==> src/rtl/rs_pkg.sv <==
// rtl/rs_pkg.sv - RS(7,5) over GF(2^3) constants, FSM state type and GF multiply helper
package rs_pkg;

  localparam int SYMBOL_WIDTH = 3;
  localparam int N            = 7;
  localparam int K            = 5;

  localparam logic [3:0] PRIM_POLY = 4'b1011;

  // g(x) = (x+a)(x+a^2) = x^2 + a^4*x + a^3
  localparam logic [SYMBOL_WIDTH-1:0] G1 = 3'b110;
  localparam logic [SYMBOL_WIDTH-1:0] G0 = 3'b011;

  typedef enum logic {
    MSG    = 1'b0,
    PARITY = 1'b1
  } rs_state_e;

  function automatic logic [SYMBOL_WIDTH-1:0] gf8_mul(
    input logic [SYMBOL_WIDTH-1:0] a,
    input logic [SYMBOL_WIDTH-1:0] b
  );
    logic [SYMBOL_WIDTH-1:0] acc;
    logic [SYMBOL_WIDTH-1:0] x;
    acc = '0;
    x   = a;
    for (int i = 0; i < SYMBOL_WIDTH; i++) begin
      if (b[i]) acc = acc ^ x;
      x = {x[SYMBOL_WIDTH-2:0], 1'b0} ^ (x[SYMBOL_WIDTH-1] ? PRIM_POLY[SYMBOL_WIDTH-1:0] : '0);
    end
    return acc;
  endfunction

endpackage

==> src/rtl/rs_encoder_stream_gf8_const_mul.sv <==
// rtl/rs_encoder_stream_gf8_const_mul.sv - combinational GF(2^3) multiply by a fixed constant
module gf8_const_mul
#(
  parameter logic [2:0] C = 3'b001
) (
  input  logic [2:0] a,
  output logic [2:0] y
);

  import rs_pkg::*;

  // Constant operand folds the multiply down to a 3x3 XOR network.
  always_comb begin
    y = gf8_mul(a, C);
  end

endmodule

==> src/rtl/rs_encoder_stream.sv <==
// rtl/rs_encoder_stream.sv - streaming systematic RS(7,5) encoder with registered valid/ready output
module rs_encoder_stream
#(
  parameter int SYMBOL_WIDTH = 3,
  parameter int N            = 7,
  parameter int K            = 5
) (
  input  logic                    clk,
  input  logic                    rst,
  input  logic                    in_valid,
  output logic                    in_ready,
  input  logic [SYMBOL_WIDTH-1:0] in_data,
  output logic                    out_valid,
  input  logic                    out_ready,
  output logic [SYMBOL_WIDTH-1:0] out_data,
  output logic                    out_last
);

  import rs_pkg::*;

  localparam int CNT_W = $clog2(N);

  rs_state_e               state_q;
  rs_state_e               state_d;
  logic [CNT_W-1:0]        msg_cnt;
  logic                    pidx;
  logic [SYMBOL_WIDTH-1:0] r1;
  logic [SYMBOL_WIDTH-1:0] r0;
  logic [SYMBOL_WIDTH-1:0] fb;
  logic [SYMBOL_WIDTH-1:0] fb_g1;
  logic [SYMBOL_WIDTH-1:0] fb_g0;
  logic                    slot_free;
  logic                    accept;
  logic                    last_msg;
  logic                    load_p1;
  logic                    load_p0;

  assign fb = in_data ^ r1;

  gf8_const_mul #(.C(G1)) u_mul_g1 (
    .a (fb),
    .y (fb_g1)
  );

  gf8_const_mul #(.C(G0)) u_mul_g0 (
    .a (fb),
    .y (fb_g0)
  );

  always_ff @(posedge clk) begin
    if (rst) begin
      state_q <= MSG;
    end else begin
      state_q <= state_d;
    end
  end

  always_comb begin
    state_d = state_q;
    case (state_q)
      MSG:     if (accept && last_msg) state_d = PARITY;
      PARITY:  if (load_p0)            state_d = MSG;
      default: state_d = MSG;
    endcase
  end

  // in_ready sees out_ready combinationally but never in_valid.
  always_comb begin
    slot_free = !out_valid || out_ready;
    in_ready  = 1'b0;
    load_p1   = 1'b0;
    load_p0   = 1'b0;
    case (state_q)
      MSG:    in_ready = slot_free && !rst;
      PARITY: begin
        load_p1 = slot_free && !pidx;
        load_p0 = slot_free && pidx;
      end
      default: in_ready = 1'b0;
    endcase
    accept   = in_valid && in_ready;
    last_msg = (msg_cnt == CNT_W'(K - 1));
  end

  always_ff @(posedge clk) begin
    if (rst) begin
      msg_cnt   <= '0;
      pidx      <= 1'b0;
      r1        <= '0;
      r0        <= '0;
      out_data  <= '0;
      out_valid <= 1'b0;
      out_last  <= 1'b0;
    end else if (accept) begin
      out_data  <= in_data;
      out_valid <= 1'b1;
      out_last  <= 1'b0;
      r1        <= r0 ^ fb_g1;
      r0        <= fb_g0;
      if (last_msg) begin
        msg_cnt <= '0;
        pidx    <= 1'b0;
      end else begin
        msg_cnt <= msg_cnt + 1'b1;
      end
    end else if (load_p1) begin
      out_data  <= r1;
      out_valid <= 1'b1;
      out_last  <= 1'b0;
      pidx      <= 1'b1;
    end else if (load_p0) begin
      // Clearing the LFSR here lets the next frame start on the very next accept.
      out_data  <= r0;
      out_valid <= 1'b1;
      out_last  <= 1'b1;
      pidx      <= 1'b0;
      r1        <= '0;
      r0        <= '0;
    end else if (slot_free) begin
      out_valid <= 1'b0;
      out_last  <= 1'b0;
    end
  end

endmodule

==> config.mk <==
export PLATFORM = sky130hd
export DESIGN_NAME = rs_encoder_stream
export DESIGN_NICKNAME = d
export VERILOG_FILES = /design/src/rtl/rs_pkg.sv /design/src/rtl/rs_encoder_stream_gf8_const_mul.sv /design/src/rtl/rs_encoder_stream.sv
export SDC_FILE = /design/constraint.sdc
export NUM_CORES = 1
export LEC_CHECK = 0
export ABC_AREA = 1
export BUFFER_PORTS_ARGS = -buffer_cell sky130_fd_sc_hd__buf_2
export CORE_MARGIN = 1
export CORE_UTILIZATION = 45
export DETAILED_ROUTE_END_ITERATION = 16
export PLACE_DENSITY = 0.74
export SYNTH_ARGS = -nofsm -noshare
export SYNTH_HDL_FRONTEND = slang
export SYNTH_SLANG_ARGS = --single-unit
==> constraint.sdc <==
create_clock -name clk -period 1 [get_ports clk]
set_input_delay 0 -clock clk [delete_from_list [all_inputs] [get_ports clk]]
set_output_delay 0 -clock clk [all_outputs]
set_load 0.005 [all_outputs]
==> PnR_summary.wiki, run 1 <==
{| class="wikitable"
! Metric !! Value
|-
| Number of sinks handled by clock tree synthesis || 16
|-
| Worst r2r path cells || 7
|-
| Source of the worst register-to-register timing path || r1[0]$_SDFFE_PP0P_
|-
| Nature of the critical path startpoint || flip-flop
|-
| Type of the tightest min-delay check || in2reg
|-
| Count of nets after finishing || 172
|-
| Ports || 13
|-
| Total power per unit cell area || 1190 mW/mm2
|-
| Clock transition at path regs || 0.10 ns
|-
| Dpl hpwl || 1630 um
|-
| DR vias || 953
|-
| DRC || 0
|-
| Clock buffer count from CTS || 3
|-
| GRT Overall Usage || 0.252
|-
| Cell Rows || 15
|-
| Number of buffers added on ports || 12
|-
| Inserted Diodes || 0
|-
| Setup TNS after final layout || -1.59 ns
|-
| Final setup margin || -0.183 ns
|-
| Total routed wirelength || 2440 um
|-
| Element type at the critical path end || flip-flop
|-
| Number of routed nets with antenna violations || 0
|-
| Highest clock frequency the design can meet || 845 MHz
|-
| Per-instance average area after synthesis || 7.04 um2
|-
| Critical path buffer and inverter count || 1
|-
| Unrepaired setup endpoints after global routing || yes
|-
| Number of vias per cell || 5.10
|-
| Die boundary width || 46.6 um
|-
| H-tree level count || 1
|-
| Fraction of the cycle the final worst path needs || 1.18
|-
| Tightest slew margin relative to the limit || 0.831
|-
| Slew @ Worst Pin || 0.253 ns
|-
| Latest clock arrival within the worst-skew pair || 0.30 ns
|-
| Die height || 46.6 um
|-
| Initial Util || 0.497
|-
| Highest fanout seen on the critical path || 4
|-
| Overall power consumption || 1.62 mW
|-
| Cell area after synthesis || 895 um2
|-
| Category of the critical setup timing path || reg2reg
|-
| Avg WL per Cell || 13.1 um
|-
| Routability Congestion || 0.809
|-
| WP data arrival || 1.38 ns
|-
| Worst-case hold path end point || out_data[1]$_SDFFE_PP0P_
|-
| Fill count || 140
|-
| GR Overflow Total || 0
|-
| Final hold violation count || 0
|-
| Pins over their slew limit || 0
|-
| Maximum capacitance violations || 0
|-
| Critical hold path startpoint || in_data[1]
|-
| Root buffer cell || sky130_fd_sc_hd__clkbuf_4
|-
| Crit Reg-Reg Endpoint || r1[1]$_SDFFE_PP0P_
|-
| Series of cell instances along the critical path || inv_2, nand2_2, nand2_4, xor2_2, or2_0, nand3_1, a21oi_2
|-
| Floorplan die area || 0.00217 mm2
|-
| Leak || 0.619 nW
|-
| Post-synthesis sequential element count || 16
|-
| Clock tree from TritonCTS || done
|-
| Failing checks || setup timing
|-
| Synthesized instance count || 127
|-
| Post-Route Utilization || 0.751
|-
| Count of TritonRoute iterations in the first routing pass || 4
|-
| Iter 0 DRT Violations || 16
|-
| Maximum ir drop on the vdd rail || 0.000777 V
|-
| Shortest period the worst path allows || 1.18 ns
|-
| Number of global-route vias before repair || 950
|-
| Area of the core || 0.00180 mm2
|-
| Share of synthesized area occupied by flip-flops and latches || 0.358
|-
| Nets in the synthesized netlist || 136
|-
| Bufs on Longest Clock Path || 2
|-
| Number of warnings issued by yosys || 0
|-
| Global-route wire length before repair || 3820 um
|-
| Distinct cells, synth || 24
|-
| Setup violation total in the final timing report || 17
|-
| Worst R2R Setup Slack || -0.18 ns
|-
| Initial antenna violation count || 0
|-
| Smallest hold slack || 0.0429 ns
|-
| Number of cells on the worst hold path || 3
|-
| Outcome || finished with violations
|-
| Req. time, crit path || 1.20 ns
|-
| Maximum number of pins on one net before global-route repair || 12
|-
| Area grow syn2layout || 51.2%
|-
| Largest clock skew in the final design || 0.00178 ns
|-
| Critical-path top delay cell || sky130_fd_sc_hd__dfxtp_4
|-
| Cell class contributing the biggest share of worst-path delay || simple AND/OR/NAND/NOR gates
|-
| Critical Path Max Stage Delay || 0.38 ns
|-
| Layout cell share with drive strength beyond 1 || 0.537
|}
cell usage in the layout, fill, tap and decap left out:
cell / Yosys / routed
sky130_fd_sc_hd__nand2_1: 39 / 25
sky130_fd_sc_hd__buf_4: 0 / 14
sky130_fd_sc_hd__buf_2: 0 / 12
sky130_fd_sc_hd__nand2_2: 3 / 11
sky130_fd_sc_hd__inv_1: 13 / 9
sky130_fd_sc_hd__dfxtp_1: 16 / 9
sky130_fd_sc_hd__nand2_4: 1 / 7
sky130_fd_sc_hd__inv_2: 4 / 7
sky130_fd_sc_hd__a21oi_1: 11 / 7
sky130_fd_sc_hd__nand3_2: 0 / 6
sky130_fd_sc_hd__o21ai_1: 0 / 6
sky130_fd_sc_hd__a21oi_2: 0 / 4
sky130_fd_sc_hd__nand3_1: 10 / 4
sky130_fd_sc_hd__dfxtp_2: 0 / 4
sky130_fd_sc_hd__buf_6: 1 / 4
sky130_fd_sc_hd__o211ai_1: 3 / 3
sky130_fd_sc_hd__a31oi_1: 3 / 3
sky130_fd_sc_hd__clkbuf_4: 0 / 3
sky130_fd_sc_hd__dfxtp_4: 0 / 3
sky130_fd_sc_hd__inv_4: 1 / 2
sky130_fd_sc_hd__nor2_1: 3 / 2
sky130_fd_sc_hd__ha_1: 2 / 2
sky130_fd_sc_hd__dlygate4sd3_1: 0 / 2
sky130_fd_sc_hd__nor3_2: 0 / 1
sky130_fd_sc_hd__nand4_4: 1 / 1
sky130_fd_sc_hd__clkinv_4: 0 / 1
sky130_fd_sc_hd__a211oi_2: 1 / 1
sky130_fd_sc_hd__xnor2_4: 0 / 1
sky130_fd_sc_hd__o21ai_4: 0 / 1
sky130_fd_sc_hd__nor2_2: 0 / 1
sky130_fd_sc_hd__a211oi_1: 1 / 1
sky130_fd_sc_hd__xor2_1: 2 / 1
sky130_fd_sc_hd__xor2_2: 0 / 1
sky130_fd_sc_hd__or2_0: 1 / 1
sky130_fd_sc_hd__o21ai_2: 1 / 1
sky130_fd_sc_hd__clkbuf_8: 0 / 1
cell type report:
cell class / instances / area (um2) / area share
Sequential cell: 16 / 337 / 0.249
Tap cell: 25 / 31.3 / 0.0231
Inverter: 18 / 77.6 / 0.0574
Timing Repair Buffer: 32 / 230 / 0.170
Clock buffer: 4 / 36.3 / 0.0268
Timing Repair inverter: 1 / 3.75 / 0.00278
Multi-Input combinational cell: 91 / 637 / 0.471
synth_stat cells:
cell type / number / area share
sky130_fd_sc_hd__o211ai_1: 3 / 0.025
sky130_fd_sc_hd__a31oi_1: 3 / 0.021
sky130_fd_sc_hd__nand2_1: 39 / 0.16
sky130_fd_sc_hd__inv_1: 13 / 0.055
sky130_fd_sc_hd__inv_4: 1 / 0.0070
sky130_fd_sc_hd__clkbuf_1: 1 / 0.0042
sky130_fd_sc_hd__nor2_1: 3 / 0.013
sky130_fd_sc_hd__xnor2_2: 1 / 0.018
sky130_fd_sc_hd__inv_2: 4 / 0.017
sky130_fd_sc_hd__xor2_1: 2 / 0.020
sky130_fd_sc_hd__nor3_1: 1 / 0.0056
sky130_fd_sc_hd__buf_6: 1 / 0.013
sky130_fd_sc_hd__nand3_1: 10 / 0.056
sky130_fd_sc_hd__a21oi_1: 11 / 0.062
sky130_fd_sc_hd__nand4_4: 1 / 0.024
sky130_fd_sc_hd__a211oi_2: 1 / 0.014
sky130_fd_sc_hd__nand2_4: 1 / 0.013
sky130_fd_sc_hd__ha_1: 2 / 0.028
sky130_fd_sc_hd__o21ai_2: 1 / 0.0098
sky130_fd_sc_hd__o21ai_0: 7 / 0.039
sky130_fd_sc_hd__or2_0: 1 / 0.0070
sky130_fd_sc_hd__dfxtp_1: 16 / 0.36
sky130_fd_sc_hd__a211oi_1: 1 / 0.0084
sky130_fd_sc_hd__nand2_2: 3 / 0.021
worst max-delay path by stage:
stage / from / end / slack (ns) / cells past startpoint
3_5_place_dp: r1[1]$_SDFFE_PP0P_ / r1[1]$_SDFFE_PP0P_ / -0.15 / 5
2_1_floorplan: r1[0]$_SDFFE_PP0P_ / r1[1]$_SDFFE_PP0P_ / -0.07 / 7
4_1_cts: out_valid$_SDFFE_PP0P_ / in_ready / -0.15 / 5
3_3_place_gp: r1[2]$_SDFFE_PP0P_ / r1[2]$_SDFFE_PP0P_ / -0.13 / 9
6_report: r1[0]$_SDFFE_PP0P_ / r1[1]$_SDFFE_PP0P_ / -0.18 / 7
5_1_grt: r1[0]$_SDFFE_PP0P_ / r1[1]$_SDFFE_PP0P_ / -0.22 / 7
where the power goes:
group          switching [mW]  internal (mW)
registers              0.0320          0.672
clock network           0.222          0.222
logic                   0.259          0.208
flip-flops by register name, indices dropped and copies added, names as in the netlist:
register   count
state_q        1
out_last       1
out_data       3
r1             3
out_valid      1
msg_cnt        3
pidx           1
r0             3
per-layer routing:
layer,wire (um),vias up,share of wire,GRT usage
li1,-,486,-,-
met1,1050,429,0.43,0.265
met2,1250,27,0.51,0.458
met3,76,11,0.031,0.0431
met4,72,0,0.029,0.147
met5,0,-,0,0
worst reg2reg max path: cells and delay by family (launching register included):
kind | cells | cell delay, ns
buf+inv | 1 | 0.05
flops | 1 | 0.38
xor+xnor | 1 | 0.15
compound gates | 1 | 0.06
simple gates | 4 | 0.46
through the flow:
step	worst slack, ns	cell area, um2	std cells
floorplan	-0.0674	932	127
CTS	-0.145	1300	187
detailed placement	-0.146	1140	179
global route	-0.220	1350	187
finish	-0.183	1350	187
global placement	-0.130	1140	179
kinds of logic after synthesis:
group           synth area share
simple gates               0.302
compound gates             0.179
buf+inv                   0.0951
flops                      0.358
xor+xnor                  0.0378
fa+ha+maj                 0.0280
repair_timing:
action / CTS / global route
buffers inserted: 1 / 0
cloned: 1 / 0
hold buffers: 2 / 0
hold endpoints to repair: 2 / 0
pin swaps: 14 / 5
gates resized for setup: 33 / 17
endpoints found under the setup margin: 17 / 17
No activity file was read; power rests on OpenSTA's default activity.
==> run 2: changes to the inputs <==
--- a/config.mk
+++ b/config.mk
@@ -7,7 +7,7 @@
 export LEC_CHECK = 0
 export ABC_AREA = 1
 export BUFFER_PORTS_ARGS = -buffer_cell sky130_fd_sc_hd__buf_2
-export CORE_MARGIN = 1
+export CORE_MARGIN = 2
 export CORE_UTILIZATION = 45
 export DETAILED_ROUTE_END_ITERATION = 16
 export PLACE_DENSITY = 0.74
==> run 2 against run 1 <==
  * Highest routed layer unchanged
  * Sequential share of layout area is 0.57 points higher
  * Final area is 3.7% lower
  * Cell count is 0.53% higher
  * Critical path depth is 2 lower
  * Clock-buffer cell count is 1 lower
  * Non-clock buffer count stayed put
  * Via count is 1.4% lower
  * The flow still finishes with violations (setup timing)
==> PnR_summary.wiki, run 2 (synthesized netlist as in run 1, its figures left out) <==
{| class="wikitable"
! Metric !! Value
|-
| Maximum capacitance violations || 0 (unchanged)
|-
| Number of cells on the worst hold path || 3 (unchanged)
|-
| Pins over their slew limit || 0 (unchanged)
|-
| Unrepaired setup endpoints after global routing || yes
|-
| Most common cell after layout, fill and taps aside || sky130_fd_sc_hd__nand2_1
|-
| Ports || 13 (unchanged)
|-
| Leak || 0.619 nW (about the same)
|-
| Number of buffers added on ports || 12 (unchanged)
|-
| Cell Rows || 16 (+1)
|-
| Count of nets after finishing || 172 (unchanged)
|-
| Fill count || 171 (+22%)
|-
| Source of the worst register-to-register timing path || r1[1]$_SDFFE_PP0P_
|-
| DR vias || 940 (-1.4%)
|-
| Critical Path Max Stage Delay || 0.36 ns (-0.02 ns)
|-
| Top layer used by detailed routing || met4
|-
| Power share of the clock group || 0.230 (-0.045)
|-
| Clock transition at path regs || 0.09 ns (about the same)
|-
| Top library cells by usage in the layout, fill and taps aside || sky130_fd_sc_hd__nand2_1 (31), sky130_fd_sc_hd__buf_4 (17), sky130_fd_sc_hd__buf_2 (12), sky130_fd_sc_hd__inv_1 (10), sky130_fd_sc_hd__dfxtp_1 (9)
|-
| Post-route cell area || 0.00130 mm2 (-3.7%)
|-
| WP data arrival || 1.34 ns (-0.04 ns)
|-
| Worst r2r path cells || 5 (-2)
|-
| Dpl hpwl || 1580 um (-2.8%)
|-
| Number of global-route vias before repair || 961 (+1.2%)
|-
| Fraction of power spent switching nets || 0.319 (+0.000585)
|-
| Avg WL per Cell || 12.1 um (-7.5%)
|-
| Net load switching power || 0.472 mW (-8.1%)
|-
| Iter 0 DRT Violations || 17 (+1)
|-
| Req. time, crit path || 1.19 ns (about the same)
|-
| Routed met1 length || 991 um (-5.3%)
|-
| Inserted Diodes || 0 (unchanged)
|-
| Final hold violation count || 0 (unchanged)
|-
| Internal power of the cells || 1.01 mW (-8.3%)
|-
| Shortest period the worst path allows || 1.15 ns (-0.0340 ns)
|-
| Crit Reg-Reg Endpoint || r1[1]$_SDFFE_PP0P_
|-
| Die height || 48.6 um (+4.3%)
|-
| Highest fanout seen on the critical path || 5 (+1)
|-
| Count of TritonRoute iterations in the first routing pass || 4 (unchanged)
|-
| GR Overflow Total || 0 (unchanged)
|-
| Sequential cell area in the final layout || 332 um2 (-1.5%)
|-
| Outcome || finished with violations
|-
| Final setup margin || -0.149 ns (+0.0340 ns)
|-
| Area grow syn2layout || 45.6%
|-
| Wire length on met3 || 60 um (-21%)
|-
| Routability Congestion || 0.860 (+6.3%)
|-
| Number of hold buffers added after cts || 0 (-2)
|-
| Met2 wire length || 1180 um (-5.4%)
|-
| Critical-path top delay cell || sky130_fd_sc_hd__dfxtp_2
|-
| Series of cell instances along the critical path || xnor2_4, inv_2, or2_0, nand3_1, a21oi_2
|-
| Total routed wirelength || 2270 um (-7.0%)
|-
| Critical hold path startpoint || in_data[2]
|-
| Total power per unit cell area || 1140 mW/mm2 (-4.7%)
|-
| Latest clock arrival within the worst-skew pair || 0.29 ns (about the same)
|-
| DP Worst Slack || -0.131 ns (+0.0152 ns)
|-
| Failing checks || setup timing
|-
| Root buffer cell || sky130_fd_sc_hd__clkbuf_4
|-
| Worst-case hold path end point || out_data[2]$_SDFFE_PP0P_
|-
| Footprint of the multi-input gates || 611 um2 (-4.1%)
|-
| GRT Overall Usage || 0.208 (-0.0443)
|-
| Layout cell share with drive strength beyond 1 || 0.503 (-0.0339)
|-
| Bufs on Longest Clock Path || 2 (unchanged)
|-
| Slew @ Worst Pin || 0.251 ns (-0.00232 ns)
|-
| Category of the critical setup timing path || reg2reg
|-
| H-tree level count || 1 (unchanged)
|-
| Maximum number of pins on one net before global-route repair || 14 (+2)
|-
| Tightest slew margin relative to the limit || 0.832 (+0.000914)
|-
| Number of vias per cell || 5.00 (-1.9%)
|-
| Worst R2R Setup Slack || -0.15 ns (+0.03 ns)
|-
| Nature of the critical path startpoint || flip-flop
|-
| Setup violation total in the final timing report || 17 (unchanged)
|-
| Standard cell area after detailed placement || 0.00113 mm2 (-0.44%)
|-
| DRC || 0 (unchanged)
|-
| Number of sinks handled by clock tree synthesis || 16 (unchanged)
|-
| Fraction of the cycle the final worst path needs || 1.15 (-0.0340)
|-
| Clock buffer count from CTS || 3 (unchanged)
|-
| Die boundary width || 48.6 um (+4.3%)
|-
| Part of the total power dissipated in sequential elements || 0.476 (+0.040)
|-
| Element type at the critical path end || flip-flop
|-
| Type of the tightest min-delay check || in2reg
|-
| Relative contribution of combinational cells to total power || 0.294 (+0.005)
|-
| Floorplan die area || 0.00236 mm2 (+8.8%)
|-
| Highest clock frequency the design can meet || 870 MHz (+3.0%)
|-
| Initial antenna violation count || 0 (unchanged)
|-
| Global-route wire length before repair || 3840 um (+0.37%)
|-
| Clock tree from TritonCTS || done
|-
| Area of the core || 0.00192 mm2 (+6.7%)
|-
| Largest clock skew in the final design || 0.00846 ns (+0.00667 ns)
|-
| Initial Util || 0.465 (-0.0310)
|-
| Maximum ir drop on the vdd rail || 0.000692 V (-11%)
|-
| Number of routed nets with antenna violations || 0 (unchanged)
|}
run 2: cell count changes in the layout (fill, tap and decap cells not counted), sizes merged:
cell	delta
clkinv	+1
buf	+2
dlygate4sd3	-2
inv	-1
clkbuf	-1
run 2: through the flow:
step                      instances  TNS [ns]  hold WS, ns  power (mW)  utilization
after floorplan                 127    -0.333       0.0785       0.932            -
after global placement          180    -0.909        0.294        1.05        0.589
after detailed placement        180     -1.33        0.318        1.06        0.589
after CTS                       186     -1.51      0.00855        1.45        0.643
after global routing            188     -2.87       0.0343        1.57        0.678
final                           188     -1.67       0.0200        1.48        0.678
run 2: per-layer routing:
layer | vias up | track usage
met1 | 423 | 0.226
met3 | 4 | 0.0340
met2 | 22 | 0.384
li1 | 491 | -
met4 | 0 | 0.110
met5 | - | 0
run 2: critical path, delay by kind of cell (launching register included):
family          cells  cell delay, ns
compound gates      1            0.05
xor+xnor            1            0.22
buf+inv             1            0.10
flops               1            0.36
simple gates        2            0.32
run 2: area by class of cell:
| cell class | instances | area share |
|---|---|---|
| well taps | 27 | 0.0259 |
| flip-flops and latches | 16 | 0.255 |
| repair inverters | 1 | 0.00384 |
| clock buffers | 3 | 0.0173 |
| multi-input cells | 91 | 0.469 |
| inverters | 18 | 0.0596 |
| repair buffers | 32 | 0.170 |
run 2: timing repair:
action | in CTS | in global routing
setup buffers | 3 | 1
resized for setup | 24 | 14
gates cloned | 0 | 1
endpoints found under the setup margin | 16 | 17
pin swaps | 15 | 4
run 2: worst max-delay path by stage:
stage | end | cells after the start | startpoint
2_1_floorplan | r1[1]$_SDFFE_PP0P_ | 7 | r1[0]$_SDFFE_PP0P_
3_3_place_gp | r1[2]$_SDFFE_PP0P_ | 9 | r1[2]$_SDFFE_PP0P_
3_5_place_dp | r1[2]$_SDFFE_PP0P_ | 9 | r1[2]$_SDFFE_PP0P_
4_1_cts | r1[1]$_SDFFE_PP0P_ | 7 | r1[0]$_SDFFE_PP0P_
5_1_grt | r1[0]$_SDFFE_PP0P_ | 7 | r1[1]$_SDFFE_PP0P_
6_report | r1[1]$_SDFFE_PP0P_ | 5 | r1[1]$_SDFFE_PP0P_
run 2: power by group through the flow:
| stage | combinational [mW] | clock (mW) | sequential [mW] |
|---|---|---|---|
| after floorplan | 0.217 | 0 | 0.714 |
| after global placement | 0.336 | 0 | 0.713 |
| after detailed placement | 0.343 | 0 | 0.716 |
| after CTS | 0.387 | 0.358 | 0.702 |
| after global routing | 0.482 | 0.376 | 0.710 |
| final | 0.436 | 0.342 | 0.705 |
